--- config.mk ---
export PLATFORM = sky130hd
export DESIGN_NAME = lsu_mem_initiator_flat
export DESIGN_NICKNAME = d
export VERILOG_FILES = /design/src/rtl/lsu_mem_initiator_pkg.sv /design/src/rtl/lsu_mem_initiator_if.sv /design/src/rtl/lsu_mem_initiator_align_ext.sv /design/src/rtl/lsu_mem_initiator.sv /design/src/flat_wrapper.sv
export SDC_FILE = /design/constraint.sdc
export NUM_CORES = 1
export LEC_CHECK = 0
export CORE_ASPECT_RATIO = 2
export CORE_UTILIZATION = 58
export CTS_CLUSTER_SIZE = 20
export DETAILED_ROUTE_END_ITERATION = 12
export GPL_TIMING_DRIVEN = 0
export PLACE_DENSITY_LB_ADDON = 0.1
export REMOVE_ABC_BUFFERS = 1
export SLEW_MARGIN = 20
export SYNTH_ARGS = -nofsm -noshare
export SYNTH_HDL_FRONTEND = slang
export SYNTH_SLANG_ARGS = --single-unit
--- constraint.sdc ---
create_clock -name clk -period 6.9 [get_ports clk]
set_input_delay 0.69 -clock clk [delete_from_list [all_inputs] [get_ports clk]]
set_output_delay 0.69 -clock clk [all_outputs]
set_load 0.1 [all_outputs]
--- src/rtl/lsu_mem_initiator_pkg.sv ---
// Shared definitions for the LSU memory initiator: DM_* access codes (values
// mirror ctrl_encode_def), FSM state encodings and access-size helpers.
package lsu_mem_initiator_pkg;

    localparam logic [2:0] DM_WORD              = 3'b000;
    localparam logic [2:0] DM_HALFWORD          = 3'b001;
    localparam logic [2:0] DM_HALFWORD_UNSIGNED = 3'b010;
    localparam logic [2:0] DM_BYTE              = 3'b011;
    localparam logic [2:0] DM_BYTE_UNSIGNED     = 3'b100;

    typedef enum logic [2:0] {
        LSU_IDLE = 3'd0,
        LSU_RD0  = 3'd1,
        LSU_RD1  = 3'd2,
        LSU_WR0  = 3'd3,
        LSU_WR1  = 3'd4,
        LSU_RESP = 3'd5
    } lsu_state_e;

    typedef struct packed {
        logic        we;
        logic [2:0]  typ;
        logic [1:0]  off;
        logic [31:0] wdata;
    } lsu_req_t;

    // Unknown codes are treated as full words.
    function automatic logic [2:0] dm_bytes(input logic [2:0] t);
        case (t)
            DM_BYTE, DM_BYTE_UNSIGNED:         return 3'd1;
            DM_HALFWORD, DM_HALFWORD_UNSIGNED: return 3'd2;
            default:                           return 3'd4;
        endcase
    endfunction

    function automatic logic dm_crosses(input logic [2:0] t, input logic [1:0] off);
        return ({1'b0, off} + dm_bytes(t)) > 3'd4;
    endfunction

endpackage

--- src/rtl/lsu_mem_initiator_if.sv ---
// Request/response handshake plus word-memory bus of the LSU initiator.
// slave = the initiator itself, master = pipeline and memory side.
interface lsu_mem_initiator_if;
    import lsu_mem_initiator_pkg::*;

    logic        req_valid;
    logic        req_ready;
    logic        req_we;
    logic [2:0]  req_type;
    logic [31:0] req_addr;
    logic [31:0] req_wdata;
    logic        resp_valid;
    logic        resp_ready;
    logic [31:0] resp_rdata;
    logic        resp_err;
    logic        mem_we;
    logic [2:0]  mem_type;
    logic [31:0] mem_addr;
    logic [31:0] mem_wdata;
    logic [31:0] mem_rdata;

    modport slave (
        input  req_valid, req_we, req_type, req_addr, req_wdata, resp_ready, mem_rdata,
        output req_ready, resp_valid, resp_rdata, resp_err, mem_we, mem_type, mem_addr, mem_wdata
    );

    modport master (
        output req_valid, req_we, req_type, req_addr, req_wdata, resp_ready, mem_rdata,
        input  req_ready, resp_valid, resp_rdata, resp_err, mem_we, mem_type, mem_addr, mem_wdata
    );

endinterface

--- src/rtl/lsu_mem_initiator_align_ext.sv ---
// Combinational data path over the two-word window {w1,w0}: load shift/extend
// and store byte-lane merge, both keyed by access size and byte offset.
module lsu_align_ext
    import lsu_mem_initiator_pkg::*;
(
    input  logic [2:0]  typ,
    input  logic [1:0]  off,
    input  logic [31:0] w0,
    input  logic [31:0] w1,
    input  logic [31:0] wdata,
    output logic [31:0] rdata,
    output logic [31:0] merged_lo,
    output logic [31:0] merged_hi
);

    logic [63:0] win, lane_data, lane_mask, merged;
    logic [31:0] shifted;
    logic [7:0]  be_base, byte_en;
    logic [5:0]  sh;

    assign sh      = {off, 3'b000};
    assign win     = {w1, w0};
    assign shifted = win[sh +: 32];

    always_comb begin
        rdata = shifted;
        case (typ)
            DM_BYTE:              rdata = {{24{shifted[7]}}, shifted[7:0]};
            DM_BYTE_UNSIGNED:     rdata = {24'h0, shifted[7:0]};
            DM_HALFWORD:          rdata = {{16{shifted[15]}}, shifted[15:0]};
            DM_HALFWORD_UNSIGNED: rdata = {16'h0, shifted[15:0]};
            default:              ;
        endcase
    end

    // Store width only matters here, so unsigned codes behave as their signed twins.
    always_comb begin
        case (dm_bytes(typ))
            3'd1:    be_base = 8'h01;
            3'd2:    be_base = 8'h03;
            default: be_base = 8'h0F;
        endcase
    end

    assign byte_en   = be_base << off;
    assign lane_data = {32'h0, wdata} << sh;

    for (genvar i = 0; i < 8; i++) begin : g_lane
        assign lane_mask[8*i +: 8] = {8{byte_en[i]}};
    end

    assign merged    = (win & ~lane_mask) | (lane_data & lane_mask);
    assign merged_lo = merged[31:0];
    assign merged_hi = merged[63:32];

endmodule

--- src/rtl/lsu_mem_initiator.sv ---
// Load/store initiator: turns byte/half/word accesses into whole-word memory
// reads and read-modify-writes, splitting word-crossing accesses in two.
module lsu_mem_initiator
    import lsu_mem_initiator_pkg::*;
#(
    parameter bit SPLIT_MISALIGNED = 1'b1
) (
    input  logic clk,
    input  logic rst,
    lsu_mem_initiator_if.slave bus
);

    lsu_state_e  state;
    lsu_req_t    req_q;
    logic        cross_q, cross_in;
    logic [31:0] w0_q, w1_q, w0_src, w1_src;
    logic [31:0] ld_data, mrg_lo, mrg_hi;
    logic        resp_valid_q, resp_err_q, mem_we_q;
    logic [31:0] resp_rdata_q, mem_addr_q, mem_wdata_q;

    assign cross_in = dm_crosses(bus.req_type, bus.req_addr[1:0]);

    // The word being read this cycle feeds the data path directly, so results
    // can be registered on the same edge that captures it.
    assign w0_src = (state == LSU_RD0) ? bus.mem_rdata : w0_q;
    assign w1_src = (state == LSU_RD1) ? bus.mem_rdata : (cross_q ? w1_q : 32'h0);

    lsu_align_ext u_align (
        .typ      (req_q.typ),
        .off      (req_q.off),
        .w0       (w0_src),
        .w1       (w1_src),
        .wdata    (req_q.wdata),
        .rdata    (ld_data),
        .merged_lo(mrg_lo),
        .merged_hi(mrg_hi)
    );

    always_ff @(posedge clk) begin
        if (rst) begin
            state        <= LSU_IDLE;
            req_q        <= '0;
            cross_q      <= 1'b0;
            w0_q         <= '0;
            w1_q         <= '0;
            resp_valid_q <= 1'b0;
            resp_err_q   <= 1'b0;
            resp_rdata_q <= '0;
            mem_we_q     <= 1'b0;
            mem_addr_q   <= '0;
            mem_wdata_q  <= '0;
        end else begin
            case (state)
                LSU_IDLE: if (bus.req_valid) begin
                    req_q   <= '{we: bus.req_we, typ: bus.req_type,
                                 off: bus.req_addr[1:0], wdata: bus.req_wdata};
                    cross_q <= cross_in;
                    if (cross_in && !SPLIT_MISALIGNED) begin
                        state        <= LSU_RESP;
                        resp_valid_q <= 1'b1;
                        resp_err_q   <= 1'b1;
                        resp_rdata_q <= '0;
                    end else begin
                        state      <= LSU_RD0;
                        mem_addr_q <= {bus.req_addr[31:2], 2'b00};
                    end
                end
                LSU_RD0: begin
                    w0_q <= bus.mem_rdata;
                    if (cross_q) begin
                        state      <= LSU_RD1;
                        mem_addr_q <= mem_addr_q + 32'd4;
                    end else if (req_q.we) begin
                        state       <= LSU_WR0;
                        mem_we_q    <= 1'b1;
                        mem_wdata_q <= mrg_lo;
                    end else begin
                        state        <= LSU_RESP;
                        resp_valid_q <= 1'b1;
                        resp_rdata_q <= ld_data;
                    end
                end
                LSU_RD1: begin
                    w1_q <= bus.mem_rdata;
                    if (req_q.we) begin
                        state       <= LSU_WR0;
                        mem_addr_q  <= mem_addr_q - 32'd4;
                        mem_we_q    <= 1'b1;
                        mem_wdata_q <= mrg_lo;
                    end else begin
                        state        <= LSU_RESP;
                        resp_valid_q <= 1'b1;
                        resp_rdata_q <= ld_data;
                    end
                end
                LSU_WR0: begin
                    if (cross_q) begin
                        state       <= LSU_WR1;
                        mem_addr_q  <= mem_addr_q + 32'd4;
                        mem_wdata_q <= mrg_hi;
                    end else begin
                        state        <= LSU_RESP;
                        mem_we_q     <= 1'b0;
                        resp_valid_q <= 1'b1;
                        resp_rdata_q <= '0;
                    end
                end
                LSU_WR1: begin
                    state        <= LSU_RESP;
                    mem_we_q     <= 1'b0;
                    resp_valid_q <= 1'b1;
                    resp_rdata_q <= '0;
                end
                LSU_RESP: if (bus.resp_ready) begin
                    state        <= LSU_IDLE;
                    resp_valid_q <= 1'b0;
                    resp_err_q   <= 1'b0;
                    resp_rdata_q <= '0;
                end
                default: state <= LSU_IDLE;
            endcase
        end
    end

    assign bus.req_ready  = (state == LSU_IDLE);
    assign bus.resp_valid = resp_valid_q;
    assign bus.resp_err   = resp_err_q;
    assign bus.resp_rdata = resp_rdata_q;
    assign bus.mem_we     = mem_we_q;
    assign bus.mem_type   = DM_WORD;
    assign bus.mem_addr   = mem_addr_q;
    assign bus.mem_wdata  = mem_wdata_q;

endmodule

--- src/flat_wrapper.sv ---
// flat-port wrapper written by rule: the top's interface ports become plain ports
module lsu_mem_initiator_flat import lsu_mem_initiator_pkg::*;
#(
    parameter bit SPLIT_MISALIGNED = 1'b1
)
  (clk, rst, bus_req_valid, bus_req_we, bus_req_type, bus_req_addr, bus_req_wdata, bus_resp_ready, bus_mem_rdata, bus_req_ready, bus_resp_valid, bus_resp_rdata, bus_resp_err, bus_mem_we, bus_mem_type, bus_mem_addr, bus_mem_wdata);
  lsu_mem_initiator_if bus_i ();
  input  logic clk;
  input  logic rst;
  input wire logic [$bits(bus_i.req_valid)-1:0] bus_req_valid;
  input wire logic [$bits(bus_i.req_we)-1:0] bus_req_we;
  input wire logic [$bits(bus_i.req_type)-1:0] bus_req_type;
  input wire logic [$bits(bus_i.req_addr)-1:0] bus_req_addr;
  input wire logic [$bits(bus_i.req_wdata)-1:0] bus_req_wdata;
  input wire logic [$bits(bus_i.resp_ready)-1:0] bus_resp_ready;
  input wire logic [$bits(bus_i.mem_rdata)-1:0] bus_mem_rdata;
  output wire logic [$bits(bus_i.req_ready)-1:0] bus_req_ready;
  output wire logic [$bits(bus_i.resp_valid)-1:0] bus_resp_valid;
  output wire logic [$bits(bus_i.resp_rdata)-1:0] bus_resp_rdata;
  output wire logic [$bits(bus_i.resp_err)-1:0] bus_resp_err;
  output wire logic [$bits(bus_i.mem_we)-1:0] bus_mem_we;
  output wire logic [$bits(bus_i.mem_type)-1:0] bus_mem_type;
  output wire logic [$bits(bus_i.mem_addr)-1:0] bus_mem_addr;
  output wire logic [$bits(bus_i.mem_wdata)-1:0] bus_mem_wdata;
  assign bus_i.req_valid = bus_req_valid;
  assign bus_i.req_we = bus_req_we;
  assign bus_i.req_type = bus_req_type;
  assign bus_i.req_addr = bus_req_addr;
  assign bus_i.req_wdata = bus_req_wdata;
  assign bus_i.resp_ready = bus_resp_ready;
  assign bus_i.mem_rdata = bus_mem_rdata;
  assign bus_req_ready = bus_i.req_ready;
  assign bus_resp_valid = bus_i.resp_valid;
  assign bus_resp_rdata = bus_i.resp_rdata;
  assign bus_resp_err = bus_i.resp_err;
  assign bus_mem_we = bus_i.mem_we;
  assign bus_mem_type = bus_i.mem_type;
  assign bus_mem_addr = bus_i.mem_addr;
  assign bus_mem_wdata = bus_i.mem_wdata;
  lsu_mem_initiator #(.SPLIT_MISALIGNED(SPLIT_MISALIGNED)) u_core (.clk(clk), .rst(rst), .bus(bus_i));
endmodule
==> flow_summary.toml <==
[final_layout]
fin_cells = 1922
post-route-util_pct = 72.1
most-common-layout-cells = "nand2_1 (250), dfxtp_1 (200), clkdlybuf4s50_1 (199), nor2_1 (156), a21oi_1 (141)"
final_nets = 1752
drive_gt1_share_pct = 7.00
layout_commonest_cell = "nand2_1"
layout-area-overhead-vs-synth_pct = 21.6
diodes = 0

[global_routing]
grt_use_met2_pct = 69.0
top_usage_layer = "met2"
met1_usage_pct = 37.6
track_usage_pct = 36.8
grt_pass1_vias = 11800
antenna_found_initial = 0
grt_start_max_net_pins = 127
overflow = 0
grt_first_pass_wirelength_um = 62500
grt.met3_usage_pct = 3.58

[routing]
num_vias = 12300
postRouteAntennaNets = 0
dr.pass1.iters = 5
post_drt_wl_per_cell_um = 21.1
drt-total-wl_um = 40600
drt_iter0_markers = 864
drcViolationCount = 0
viasPerCell = 6.41

[worst_setup_path]
r2r_cells = 11
crit_start = "u_core.state[0]"
reg2reg_slack_ns = 2.78
timing.rr.start = "u_core.state[0]"
critical_path.endpoint = "u_core.bus.mem_addr[22]"
critPathCaptureType = "register"
required_ns = 7.28
setup.worst_path.start_class = "register"
crit_type = "register to register"
cp_max_fo = 22
r2r-end = "u_core.bus.mem_addr[22]"
worstPathArrival_ns = 4.50

[power_and_ir_drop]
p_clk_share_pct = 24.6
p_total_uw = 4510
p_int_uw = 2530
p_comb_share_pct = 42.8
power.share.switching_pct = 44.0
p_leak_uw = 0.00501
p_switching_uw = 1980
irDropWorstVdd_mv = 0.232
pwr-share-seq_pct = 32.5
power_density_nw_per_um2 = 306

[outcome]
run_status = "completed"

[clock_network]
cts-root-buf = "clkbuf_16"
cts_hold_buf = 0
cts_buffers = 20
post_cts_resized = 0
htreeDepth = 1
clk_path_buf_depth = 3
cts_tree = "yes"
cts_sinks = 202
worstSkewPairLatency_ns = 0.51
cts_setup_buffers = 0
clk_pin_slew_ns = 0.07

[run]
drv_cap = 0

[die]
core-area_um2 = 20500
die_area_um2 = 21500
fp-row-count = 74
start_util_pct = 59.3
die_w_um = 104
ios = 207
die_h_um = 207

[logic_synthesis]
synth_compound_area_share_pct = 23.3
synthXorXnorAreaFrac_pct = 0.505
syn_avg_cell_area_um2 = 7.88
ys_types = 91
synth_area_um2 = 12100
synthArstFlopShare_pct = 0
synth_top_family_by_area = "compound AO/OA/AOI/OAI gates"
synth_largest_area_cell = "dfxtp_1"
muxShareOfSynthArea_pct = 12.8
synth_top_area_share_pct = 33.3
synthFlopType = "dfxtp_1"
synth_seq_area_share_pct = 33.3
synth.top_cells.by_area = "dfxtp_1 (33%), mux2i_1 (11%), nand2_1 (7.8%)"
ys_ff_latch = 202
synthAdderAreaFrac_pct = 0.680
synth_cells = 1541
synth_simple_gate_area_share_pct = 22.2
synth-edff-count = 0
ys_warn_count = 0

[sta]
setup_viol_count_final = 0
min_period_ns = 4.12
tightest_slew_ns = 1.17
hold_viol_final = 0
rsz0062_at_grt = "false"
setup-tns-final_ns = 0
fin_crit_sh_pct = 59.8
drv_slew = 0
max_freq_ghz = 0.242
finClkSkew_ns = 0.00899
relSlewSlack_pct = 21.9

[place]
dp_cells = 1886
hpwl_um = 28400
portBuffers = 200
gp_congestion = 0.934

[min_path]
hold_class = "register to register"
-- registers in the layout (all words and copies together) (netlist names) --
register	cells
u_core.bus.mem_we	1
u_core.cross_q	1
u_core.bus.mem_addr	30
u_core.bus.mem_wdata	32
u_core.bus.resp_valid	1
u_core.req_q	38
u_core.bus.resp_rdata	32
u_core.state	3
u_core.w1_q	32
u_core.w0_q	32
-- synthesized netlist by cell type (9+ instances only) --
| master | count |
|---|---|
| nand2_1 | 253 |
| dfxtp_1 | 202 |
| nor2_1 | 157 |
| a21oi_1 | 143 |
| mux2i_1 | 130 |
| clkbuf_1 | 72 |
| a211oi_1 | 63 |
| o21ai_0 | 35 |
| o211ai_1 | 34 |
| buf_2 | 33 |
| nand3_1 | 30 |
| nor3_1 | 29 |
| a21boi_0 | 24 |
| nor4_1 | 20 |
| nor2b_1 | 17 |
| inv_1 | 16 |
| a31oi_1 | 14 |
| buf_1 | 14 |
| nand2b_1 | 14 |
| nand4_1 | 13 |
| clkbuf_8 | 12 |
| o22ai_1 | 12 |
| and2_1 | 11 |
| buf_4 | 11 |
| a21o_1 | 9 |
| a22o_1 | 9 |
| a22oi_1 | 9 |
| a311oi_1 | 9 |
-- through the flow --
stage          hold WS [ns]  area [um^2]  worst slack [ns]
6_report              0.455        14800              2.78
5_1_grt               0.473        14800              2.65
4_1_cts               0.454        14800              2.89
3_5_place_dp          0.445        14100              2.86
3_3_place_gp          0.439        13700             -4.81
2_1_floorplan         0.428        11400            0.0438
-- final cells by class --
type                            count  area, um^2
Multi-Input combinational cell   1179        7320
Fill cell                        1694        5700
Sequential cell                   202        4050
Timing Repair Buffer              222        2350
Clock buffer                       31         593
Tap cell                          266         333
Inverter                           17        63.8
Clock inverter                      5        48.8
-- worst min path at each step --
stage	startpoint	to	slack [ns]	depth (start not counted)
floorplan	u_core.w1_q[0]	u_core.w1_q[0]	0.43	2
global placement	u_core.w1_q[16]	u_core.w1_q[16]	0.44	2
detailed placement	u_core.w1_q[13]	u_core.w1_q[13]	0.45	2
CTS	u_core.w1_q[13]	u_core.w1_q[13]	0.45	2
global route	u_core.w1_q[25]	u_core.w1_q[25]	0.47	2
finish	u_core.w1_q[25]	u_core.w1_q[25]	0.45	2
-- cell families after synthesis --
family / after synthesis
xor gates and xnor gates: 7
DFF: 202
AOI/OAI and AO/OA: 423
muxes: 145
buffers and inverters: 165
adders and majority gates: 6
other: 1
and+or+nand+nor: 592
-- critical path: stages (launching register included) --
cell and delay [ns]:
dfxtp_1 0.85, nor2b_4 0.63, buf_16 0.23, xnor2_1 0.13, ha_1 0.30, nand3_1 0.20
o31ai_1 0.40, o221ai_1 0.35, nor2_1 0.32, mux2i_1 0.25, mux2i_1 0.20, a31oi_1 0.08
-- per-layer routing --
metal	up-vias	part of all wire, %
li1	5730	-
met1	5848	35
met2	577	53
met3	167	5.2
met4	0	6.9
met5	-	0
-- power by group through the flow --
stage	sequential [uW]	clock, uW	combinational (uW)
finish	1470	1110	1930
global route	1480	1160	2040
CTS	1460	1120	1910
floorplan	1900	0	882
global placement	1500	0	1840
detailed placement	1480	0	1900
No activity file was read; power rests on OpenSTA's default activity.
